### config.mk
export PLATFORM = sky130hd
export DESIGN_NAME = fetch_prefetch_buffer
export DESIGN_NICKNAME = d
export VERILOG_FILES = /design/src/rtl/fetch_prefetch_buffer.sv
export SDC_FILE = /design/constraint.sdc
export NUM_CORES = 1
export LEC_CHECK = 0
export BUFFER_PORTS_ARGS = -buffer_cell sky130_fd_sc_hd__buf_2
export CAP_MARGIN = 20
export CORE_MARGIN = 2
export CORE_UTILIZATION = 30
export DETAILED_ROUTE_END_ITERATION = 16
export SYNTH_ARGS = -nofsm -noshare
export SYNTH_HDL_FRONTEND = slang
export SYNTH_SLANG_ARGS = --single-unit
### constraint.sdc
create_clock -name clk -period 8.03 [get_ports clk]
set_input_delay 0.4015 -clock clk [delete_from_list [all_inputs] [get_ports clk]]
set_output_delay 0.4015 -clock clk [all_outputs]
set_load 0.05 [all_outputs]
### src/rtl/fetch_prefetch_buffer.sv
`timescale 1ns/1ps
`default_nettype none
// ============================================================================
//  Module   : fetch_prefetch_buffer
//  Purpose  : Instruction prefetch queue between instruction memory and IF/ID,
//             with credit-based fetch issue and flush-on-redirect.
//  Revision : 1.0  initial release
// ============================================================================
module fetch_prefetch_buffer #(
    parameter int              XLEN     = 32,
    parameter int              DEPTH    = 4,
    parameter logic [XLEN-1:0] RESET_PC = 32'h0000_0000
) (
    input  logic                     clk,
    input  logic                     reset,
    input  logic                     redirect_valid,
    input  logic [XLEN-1:0]          redirect_pc,
    input  logic                     stall,
    output logic                     imem_req,
    output logic [XLEN-1:0]          imem_addr,
    input  logic [XLEN-1:0]          imem_rdata,
    output logic                     out_valid,
    output logic [XLEN-1:0]          out_pc,
    output logic [XLEN-1:0]          out_instr,
    output logic [$clog2(DEPTH):0]   occupancy
);

    localparam int PW = $clog2(DEPTH);
    localparam int CW = PW + 1;
    localparam logic [CW-1:0]   c_depth = CW'(DEPTH);
    localparam logic [XLEN-1:0] c_step  = XLEN'(4);

    logic [XLEN-1:0] r_fetch_pc;
    logic            r_inflight;
    logic [XLEN-1:0] r_inflight_pc;
    logic [XLEN-1:0] r_pc_q    [DEPTH];
    logic [XLEN-1:0] r_instr_q [DEPTH];
    logic [PW-1:0]   r_wptr;
    logic [PW-1:0]   r_rptr;
    logic [CW-1:0]   r_count;

    logic            w_valid;
    logic            w_credit;
    logic            w_req;
    logic            w_push;
    logic            w_pop;
    logic            w_unused;

    // Low address bits of a redirect target are architecturally ignored.
    assign w_unused = ^redirect_pc[1:0];

    // A slot is reserved for every outstanding read, so a push can never
    // land on a full queue.
    assign w_valid  = (r_count != '0);
    assign w_credit = ((r_count + CW'(r_inflight)) < c_depth);
    assign w_req    = !reset && !redirect_valid && w_credit;
    assign w_push   = r_inflight && !redirect_valid;
    assign w_pop    = w_valid && !stall && !redirect_valid;

    assign imem_req  = w_req;
    assign imem_addr = r_fetch_pc;
    assign out_valid = w_valid;
    assign out_pc    = w_valid ? r_pc_q[r_rptr]    : '0;
    assign out_instr = w_valid ? r_instr_q[r_rptr] : '0;
    assign occupancy = r_count;

    always_ff @(posedge clk or posedge reset) begin
        if (reset) begin
            r_fetch_pc    <= RESET_PC;
            r_inflight    <= 1'b0;
            r_inflight_pc <= '0;
            r_wptr        <= '0;
            r_rptr        <= '0;
            r_count       <= '0;
        end else if (redirect_valid) begin
            r_fetch_pc <= {redirect_pc[XLEN-1:2], 2'b00};
            r_inflight <= 1'b0;
            r_wptr     <= '0;
            r_rptr     <= '0;
            r_count    <= '0;
        end else begin
            if (w_req) begin
                r_inflight    <= 1'b1;
                r_inflight_pc <= r_fetch_pc;
                r_fetch_pc    <= r_fetch_pc + c_step;
            end else if (w_push) begin
                r_inflight <= 1'b0;
            end

            if (w_push) begin
                r_wptr <= r_wptr + 1'b1;
            end
            if (w_pop) begin
                r_rptr <= r_rptr + 1'b1;
            end

            case ({w_push, w_pop})
                2'b10:   r_count <= r_count + 1'b1;
                2'b01:   r_count <= r_count - 1'b1;
                default: r_count <= r_count;
            endcase
        end
    end

    // Queue payload carries no reset; validity is tracked by r_count alone.
    always_ff @(posedge clk) begin
        if (w_push) begin
            r_pc_q[r_wptr]    <= r_inflight_pc;
            r_instr_q[r_wptr] <= imem_rdata;
        end
    end

endmodule
`default_nettype wire
==> flow_summary.json, run 1 <==
{
  "status": "finished, final reports clean",
  "cp_num_buf_inv": 2,
  "cts.sinks": 316,
  "nets": 972,
  "cts_hold_buf": 0,
  "combPwrFrac": 0.332,
  "leakage_nw": 5.43,
  "crit_fanout": 44,
  "core_mm2": 0.0420,
  "grtUsageTotal": 0.136,
  "slew_viol_final": 0,
  "critPathMaxStageDelay_ns": 0.84,
  "gp_congestion": 0.797,
  "fin_crit_sh": 0.442,
  "critPathCaptureType": "output port",
  "cts.repair.resized": 0,
  "synth_area_mm2": 0.0128,
  "grt_use_met2": 0.221,
  "gr-usage-met3": 0.0363,
  "ys_seq_area_frac": 0.714,
  "required_ns": 7.63,
  "rsz0062_at_grt": "false",
  "vdd_drop_max_v": 0.000187,
  "pre_cts_ws_ns": 4.88,
  "htree_levels": 2,
  "syn_area_per_cell_um2": 17.7,
  "n_fill_cell": 4009,
  "vias": 6963,
  "use_met1": 0.179,
  "viasPerCell": 4.77,
  "setup_viol": 0,
  "power_density_mw_per_mm2": 368,
  "cts_inserted_buffers": 36,
  "wirelength_mm": 30.0,
  "path_class": "reg -> out",
  "top_usage_layer": "met2",
  "yosys_warnings": 0,
  "n_antenna_cell": 0,
  "dieArea_mm2": 0.0444,
  "layout_setup_ws_ns": 4.48,
  "post_cts.repair.setup_buffers": 0,
  "tns_ns": 0,
  "cts_tree": "yes",
  "rows": 75,
  "hold_path.class": "in -> reg",
  "cap_violations": 0,
  "synthFlopType": "edfxtp_1",
  "detail-route-antenna-nets": 0,
  "fin_skew_ns": 0.0105,
  "root_buffer": "clkbuf_16",
  "fmax_mhz": 282,
  "clk_path_buf_depth": 3,
  "power.switching_mw": 2.16,
  "dpl_cell_area_mm2": 0.0142,
  "synthToLayoutAreaGrowth_pct": 20.0,
  "drcViolationCount": 0,
  "clkPwrFrac": 0.284,
  "ys_async_sr_fraction": 0.215,
  "seq_power_share": 0.385,
  "grt_antenna_before_repair": 0,
  "swShare": 0.380,
  "die_w_um": 211,
  "cp_top_family": "buffers and inverters",
  "yosysUniqueCellTypes": 42,
  "power_mw": 5.67,
  "io_pins": 169,
  "grt_pass1_vias": 7132,
  "drive_above_1_share": 0.363,
  "port_buffers": 162,
  "initial_core_util": 0.305,
  "die_h_um": 211,
  "wire_per_inst_um": 20.6,
  "clock_latency_ns": 0.53,
  "hpwl_mm": 17.7,
  "overflow": 0,
  "worstPathArrival_ns": 3.15,
  "grt_pass1_wl_mm": 44.6,
  "drt_iter0_drc": 328,
  "slew_headroom": 0.278,
  "synth_edf_count": 248,
  "crit_chain": "buf_4 > mux4_2 > nor2b_1 > buf_2",
  "tightest_slew_ns": 1.08,
  "clk_pin_slew_worst_paths_ns": 0.06,
  "slowest_stage": "buf_4",
  "netlist_instances": 725,
  "hold_viol_final": 0,
  "first_pass_iters": 5,
  "fin_area_mm2": 0.0154,
  "critPathLaunchType": "flop",
  "ys_ff_latch": 316,
  "cellInternalPower_mw": 3.51,
  "period_needed_ns": 3.55,
  "grt_max_degree": 72
}
cells by family (layout without fill, tap and decap cells):
family	Yosys count	in the layout	share of synthesized area
buffers and inverters	50	243	0.0178
XOR/XNOR	30	30	0.0205
other	1	4	0.000293
AND/OR/NAND/NOR	188	188	0.0847
adder cells (fa/ha/maj)	6	6	0.00644
multiplexers	99	99	0.141
flip-flops	316	316	0.714
AO/OA/AOI/OAI	35	35	0.0157
worst reg2reg max path, stage by stage, from the launching register on:
cell     delay (ns)
dfrtp_1        0.46
nor3_2         0.19
buf_4          0.72
or3_1          0.23
nor2_1         0.05
fa_1           0.40
o22ai_1        0.23
xnor2_1        0.15
nor2_1         0.05
final cells by class:
type                            count  area [µm²]  share of cell area
Clock buffer                       40         937              0.0609
Sequential cell                   316        9160               0.595
Inverter                           10        37.5             0.00244
Clock inverter                     21         216              0.0141
Multi-Input combinational cell    362        3480               0.226
Timing Repair Buffer              172         886              0.0576
Tap cell                          539         674              0.0438
power groups by stage:
stage                     registers [mW]  logic, mW  clock network [mW]
final                               2.18       1.88                1.61
after global routing                2.21       2.00                1.73
after CTS                           2.19       1.92                1.67
after detailed placement            2.22       1.92                   0
after global placement              2.20       1.91                   0
after floorplan                     2.19       1.42                   0
metrics by stage:
step	cells	hold WS, ns	util
floorplan	728	0.472	-
global placement	1399	0.488	0.339
detailed placement	1399	0.499	0.339
CTS	1460	0.0398	0.366
global route	1460	0.0506	0.366
finish	1460	0.0819	0.366
Yosys cell counts (9+ instances only):
cell	number	area share
dfrtp_1	68	0.13
nor2_1	16	0.0047
clkbuf_1	22	0.0064
inv_1	9	0.0026
mux2_2	32	0.028
and4_1	9	0.0061
edfxtp_1	248	0.58
nor2b_1	65	0.032
buf_2	11	0.0043
nor4_1	12	0.0059
nand3_1	12	0.0047
xnor2_1	22	0.015
mux4_2	62	0.11
o21ai_0	21	0.0082
nand2_1	34	0.010
cell usage in the layout, fill, tap and decap left out, types with 3 or more instances in the layout:
master | netlist | final
a31oi_1 | 3 | 3
and2_4 | 0 | 4
and3_1 | 3 | 3
and4_1 | 9 | 9
buf_2 | 11 | 162
buf_4 | 5 | 10
bufinv_16 | 0 | 4
clkbuf_1 | 22 | 3
clkbuf_16 | 0 | 37
clkinv_1 | 1 | 7
clkinv_2 | 0 | 5
clkinvlp_4 | 0 | 3
conb_1 | 1 | 4
dfrtp_1 | 68 | 66
edfxtp_1 | 248 | 248
ha_1 | 5 | 5
inv_1 | 9 | 8
mux2_2 | 32 | 32
mux2i_1 | 5 | 4
mux4_2 | 62 | 62
nand2_1 | 34 | 34
nand2b_1 | 5 | 5
nand3_1 | 12 | 12
nand4_1 | 8 | 8
nor2_1 | 16 | 15
nor2b_1 | 65 | 65
nor3_1 | 7 | 6
nor4_1 | 12 | 12
o21ai_0 | 21 | 21
o21ai_1 | 3 | 3
o31a_1 | 5 | 5
xnor2_1 | 22 | 22
xor2_1 | 8 | 8
worst paths after layout:
| check | startpoint | slack [ns] | cells past startpoint | endpoint |
|---|---|---|---|---|
| max | r_rptr[0] | 4.48 | 4 | out_pc[30] |
| min | redirect_pc[16] | 0.08 | 3 | imem_addr[16] |
| max reg2reg | occupancy[0] | 5.40 | 8 | occupancy[2] |
| min reg2reg | r_inflight_pc[21] | 0.51 | 0 | r_pc_q[1][21] |
| max in group asynchronous | reset | 7.09 | 3 | r_rptr[1] |
| min in group asynchronous | reset | 0.23 | 3 | imem_addr[30] |
routing by layer:
metal	routed length, µm	vias up	share of wire
li1	-	3140	-
met1	13200	3579	0.44
met2	14300	198	0.48
met3	1760	46	0.059
met4	741	0	0.025
met5	0	-	0
state kept, by name, summed over array words and instances, names as in the netlist:
signal	count
r_inflight	1
occupancy	3
r_inflight_pc	30
imem_addr	30
r_pc_q	120
r_instr_q	128
r_wptr	2
r_rptr	2
No activity file was read; power rests on OpenSTA's default activity.
==> inputs of run 2 (changes only) <==
- clock period: 8.03 -> 3 ns (I/O delays scaled with it)
==> run 2 against run 1 <==
  * Count of clock-buffer cells in the layout up 6
  * Sequential share of layout area down 3.6 points
  * Final cell count up 5.4%
  * First-iteration DRC count up 10%
  * Total power rose to 2.8 times the previous value
  * Die area unchanged
  * Clock skew up 0.011 ns
  * Combinational power rose to 2.8 times the previous value
  * Non-clock buffer count up 72
  * Sequential power rose to 2.7 times the previous value
  * Critical endpoint is now out_pc[24]
  * Largest power group unchanged
==> flow_summary.json, run 2 (synthesis results as in run 1) <==
{
  "grt_antenna_before_repair": 0,
  "worstPathArrival_ns": 2.52,
  "largest_register_ffs": 128,
  "critPathCaptureType": "output port",
  "wire_per_inst_um": 19.9,
  "power_density_mw_per_mm2": 970,
  "cap_violations": 0,
  "grt_pass1_vias": 7659,
  "rows": 75,
  "clkPwrFrac": 0.305,
  "combPwrFrac": 0.330,
  "hpwl_mm": 18.6,
  "nets": 1046,
  "top_register": "r_instr_q",
  "n_fill_cell": 3913,
  "layout.cells.non_filler": 1539,
  "n_antenna_cell": 0,
  "leakage_nw": 5.86,
  "detail-route-antenna-nets": 0,
  "startpoint": "r_rptr[0]",
  "cts.sinks": 316,
  "r2r_cells": 6,
  "tightest_slew_ns": 0.755,
  "fmax_mhz": 375,
  "synthToLayoutAreaGrowth_pct": 27.8,
  "r2r-start": "imem_addr[3]",
  "die_w_um": 211,
  "cellInternalPower_mw": 10.0,
  "initial_core_util": 0.305,
  "first_pass_iters": 5,
  "root_buffer": "clkbuf_16",
  "port_buffers": 162,
  "critPathLaunchType": "flop",
  "cts_tree": "yes",
  "grt_max_degree": 65,
  "cts_hold_buf": 65,
  "period_needed_ns": 2.67,
  "min-delay-start": "redirect_pc[15]",
  "setup_viol": 0,
  "drcViolationCount": 0,
  "dpl.cell_count": 1406,
  "critPathMaxStageDelay_ns": 0.67,
  "clk_pin_slew_worst_paths_ns": 0.06,
  "swShare": 0.370,
  "largestRegisters": "r_instr_q x128, r_pc_q x120",
  "crit_chain": "buf_4 > mux4_2 > nor2b_1 > buf_2",
  "slew_viol_final": 0,
  "crit_path_end": "out_pc[24]",
  "slowest_stage": "dfrtp_4",
  "reg2reg_slack_ns": 0.68,
  "overflow": 0,
  "cts.repair.resized": 0,
  "tns_ns": 0,
  "dieArea_mm2": 0.0444,
  "gp_congestion": 0.796,
  "viasPerCell": 4.73,
  "die_h_um": 211,
  "slew_headroom": 0.496,
  "wirelength_mm": 30.6,
  "cts_inserted_buffers": 38,
  "reg2reg_to": "imem_addr[24]",
  "clock_latency_ns": 0.55,
  "core_mm2": 0.0420,
  "power.switching_mw": 5.87,
  "status": "finished, final reports clean",
  "clk_path_buf_depth": 3,
  "fin_crit_sh": 0.889,
  "vias": 7273,
  "post_cts.repair.setup_buffers": 0,
  "drt_iter0_drc": 361,
  "hold_viol_final": 0,
  "rsz0062_at_grt": "false",
  "vdd_drop_max_v": 0.000540,
  "drive_above_1_share": 0.348,
  "final_cell_mix": "248 x edfxtp_1, 162 x buf_2, 66 x dfrtp_1",
  "seq_power_share": 0.365,
  "grtUsageTotal": 0.140,
  "htree_levels": 2,
  "grt_pass1_wl_mm": 46.4,
  "layout_commonest_cell": "edfxtp_1",
  "path_class": "reg -> out",
  "io_pins": 169,
  "crit_fanout": 17,
  "hold_path.class": "in -> reg",
  "fin_skew_ns": 0.0216,
  "required_ns": 2.85
}
[run 2: cell count changes in the layout (fill, tap and decap cells not counted), sizes merged]
| cell | before | now |
|---|---|---|
| bufinv | 4 | 8 |
| clkinvlp | 3 | 1 |
| clkinv | 14 | 12 |
| dlygate4sd3 | 0 | 65 |
| inv | 10 | 11 |
| buf | 172 | 179 |
| clkbuf | 40 | 46 |
[run 2: how the worst min path moves through the flow]
stage	endpoint	slack, ns	cells after the start
global placement	imem_addr[23]	0.36	3
floorplan	r_instr_q[0][0]	0.25	0
global route	imem_addr[16]	0.35	4
detailed placement	imem_addr[17]	0.36	3
finish	imem_addr[15]	0.34	4
CTS	imem_addr[17]	0.30	4
[run 2: per-layer routing]
metal / routed length [µm] / share of wire / up-vias / global-route usage
li1: - / - / 3286 / -
met1: 13500 / 0.44 / 3728 / 0.180
met2: 14800 / 0.48 / 221 / 0.232
met3: 1780 / 0.058 / 38 / 0.0329
met4: 636 / 0.021 / 0 / 0.0493
met5: 0 / 0 / - / 0
[run 2: area by class of cell]
| cell class | instances | area, µm² | share of cell area |
|---|---|---|---|
| Multi-Input combinational cell | 362 | 3480 | 0.213 |
| Tap cell | 539 | 674 | 0.0412 |
| Clock inverter | 22 | 337 | 0.0206 |
| Timing Repair Buffer | 244 | 1700 | 0.104 |
| Clock buffer | 46 | 991 | 0.0605 |
| Sequential cell | 316 | 9160 | 0.559 |
| Inverter | 10 | 37.5 | 0.00229 |
[run 2: worst max-delay path: cells and delay by family (launching register included)]
kind                   cells  cell delay [ns]
buffers and inverters      2             0.59
flip-flops                 1             0.67
multiplexers               1             0.55
AND/OR/NAND/NOR            1             0.15
[run 2: per-stage QoR]
stage               hold slack, ns  utilization  cell area, µm²  setup slack [ns]  power (mW)
global route                 0.348        0.390           16400             0.154        16.6
detailed placement           0.364        0.343           14400             0.737        11.2
floorplan                    0.249            -           12800             0.453        9.66
global placement             0.362        0.343           14400             0.758        11.1
CTS                          0.300        0.390           16400             0.214        16.2
finish                       0.343        0.390           16400             0.332        15.9
[run 2: power by group through the flow]
| stage | clock network (mW) | logic (mW) | registers, mW |
|---|---|---|---|
| CTS | 5.02 | 5.35 | 5.81 |
| detailed placement | 0 | 5.28 | 5.90 |
| global route | 5.17 | 5.58 | 5.89 |
| global placement | 0 | 5.26 | 5.87 |
| finish | 4.84 | 5.24 | 5.80 |
| floorplan | 0 | 3.80 | 5.86 |
==> inputs of run 3 (changes only) <==
- clock period: 3 -> 2.8 ns (I/O delays scaled with it)
==> run 3 against run 2 <==
  * Sequential share of layout area hardly changed
  * Setup slack worse by 0.078 ns
  * Utilization hardly changed
  * Sequential power is 7.2% higher
  * Count of clock-buffer cells in the layout is 1 lower
  * Worst hold slack worse by 0.031 ns
  * Via count is 0.66% lower
  * Combinational power is 9.2% higher
  * Final cell count is 0.19% higher
  * Die area stayed put
  * Non-clock buffer count is 7 higher
  * Critical path type unchanged
  * Highest routed layer unchanged
==> flow_summary.json, run 3 (synthesis results as in run 1) <==
{
  "power_density_mw_per_mm2": 1030,
  "power_mw": 16.9,
  "cts.repair.resized": 0,
  "tns_ns": 0,
  "wire_per_inst_um": 19.8,
  "initial_core_util": 0.305,
  "status": "finished, final reports clean",
  "io_pins": 169,
  "grt_pass1_wl_mm": 46.2,
  "crit_fanout": 14,
  "largestRegisters": "r_instr_q x128, r_pc_q x120",
  "setup_viol": 0,
  "dieArea_mm2": 0.0444,
  "final_cell_mix": "248 x edfxtp_1, 162 x buf_2, 66 x dlygate4sd3_1, 66 x dfrtp_1, 65 x nor2b_1",
  "fin_skew_ns": 0.0263,
  "layout.cells.non_filler": 1542,
  "root_buffer": "clkbuf_16",
  "worstPathArrival_ns": 2.41,
  "grt_max_degree": 65,
  "required_ns": 2.66,
  "largest_register_ffs": 128,
  "synthToLayoutAreaGrowth_pct": 27.9,
  "fmax_mhz": 393,
  "r2r_cells": 6,
  "wirelength_mm": 30.6,
  "core_mm2": 0.0420,
  "vias": 7225,
  "viasPerCell": 4.69,
  "hold_path.class": "in -> async",
  "clk_pin_slew_worst_paths_ns": 0.06,
  "final_util": 0.390,
  "critPathLaunchType": "flop",
  "drt_iter0_drc": 434,
  "cts.sinks": 316,
  "clock_latency_ns": 0.55,
  "layout_commonest_cell": "edfxtp_1",
  "tightest_slew_ns": 0.700,
  "slew_viol_final": 0,
  "r2r-start": "occupancy[0]",
  "vdd_drop_max_v": 0.000588,
  "top_register": "r_instr_q",
  "hold_ws_ns": 0.311,
  "htree_levels": 2,
  "grtUsageTotal": 0.139,
  "die_h_um": 211,
  "clk_path_buf_depth": 3,
  "hold_viol_final": 0,
  "leakage_nw": 5.87,
  "grt_antenna_before_repair": 0,
  "hpwl_mm": 19.2,
  "detail-route-antenna-nets": 0,
  "cts_inserted_buffers": 36,
  "period_needed_ns": 2.55,
  "gp_congestion": 0.814,
  "port_buffers": 162,
  "overflow": 0,
  "reg2reg_to": "r_rptr[0]",
  "rsz0062_at_grt": "false",
  "cts_tree": "yes",
  "fin_crit_sh": 0.909,
  "critPathCaptureType": "output port",
  "drcViolationCount": 0,
  "dpl.cell_count": 1411,
  "rows": 75,
  "nets": 1051,
  "first_pass_iters": 4,
  "path_class": "reg -> out",
  "reg2reg_slack_ns": 0.57,
  "grt_pass1_vias": 7663,
  "n_antenna_cell": 0,
  "die_w_um": 211,
  "cap_violations": 0,
  "drive_above_1_share": 0.349,
  "slew_headroom": 0.532
}
## run 3: worst max-delay path by stage
stage                           from               to  slack, ns  cells after the start
after floorplan           r_inflight  r_instr_q[0][0]       0.25                      3
after global placement     r_rptr[0]    out_instr[27]       0.56                      4
after detailed placement   r_rptr[0]    out_instr[27]       0.57                      4
after CTS                  r_rptr[0]    out_instr[27]       0.16                      4
after global routing       r_rptr[0]    out_instr[27]       0.12                      4
final                      r_rptr[0]    out_instr[27]       0.25                      4
## run 3: power by group
| group | total, mW | switching, mW | internal (mW) |
|---|---|---|---|
| Clock | 4.99 | 1.86 | 3.13 |
| Combinational | 5.72 | 3.90 | 1.83 |
| Sequential | 6.22 | 0.515 | 5.70 |
| Total | 16.9 | 6.27 | 10.7 |
## run 3: through the flow
step	instance area (µm²)	setup slack, ns
finish	16400	0.254
global route	16400	0.122
CTS	16400	0.163
detailed placement	14500	0.575
global placement	14500	0.561
floorplan	12800	0.253
## run 3: cell type report
type	count	area (µm²)
Clock buffer	45	977
Clock inverter	19	284
Fill cell	3908	25600
Inverter	10	37.5
Multi-Input combinational cell	362	3480
Sequential cell	316	9160
Tap cell	539	674
Timing Repair Buffer	251	1780
## run 3: what timing repair did
item                                   CTS  global route
endpoints found under the hold margin  193             0
setup endpoints to repair                2             0
hold buffers                            66             0
buffers inserted                         1             0
## run 3: critical path, stage by stage (launching register included)
cell and delay, ns:
dfrtp_4 0.68, buf_4 0.28, mux4_2 0.51, nor2b_1 0.16
buf_2 0.23
## run 3: routing by layer
| layer | GRT usage | part of all wire | wire (µm) |
|---|---|---|---|
| met5 | 0 | 0 | 0 |
| met4 | 0.0440 | 0.020 | 627 |
| met3 | 0.0345 | 0.062 | 1910 |
| met2 | 0.233 | 0.49 | 15000 |
| met1 | 0.178 | 0.43 | 13100 |
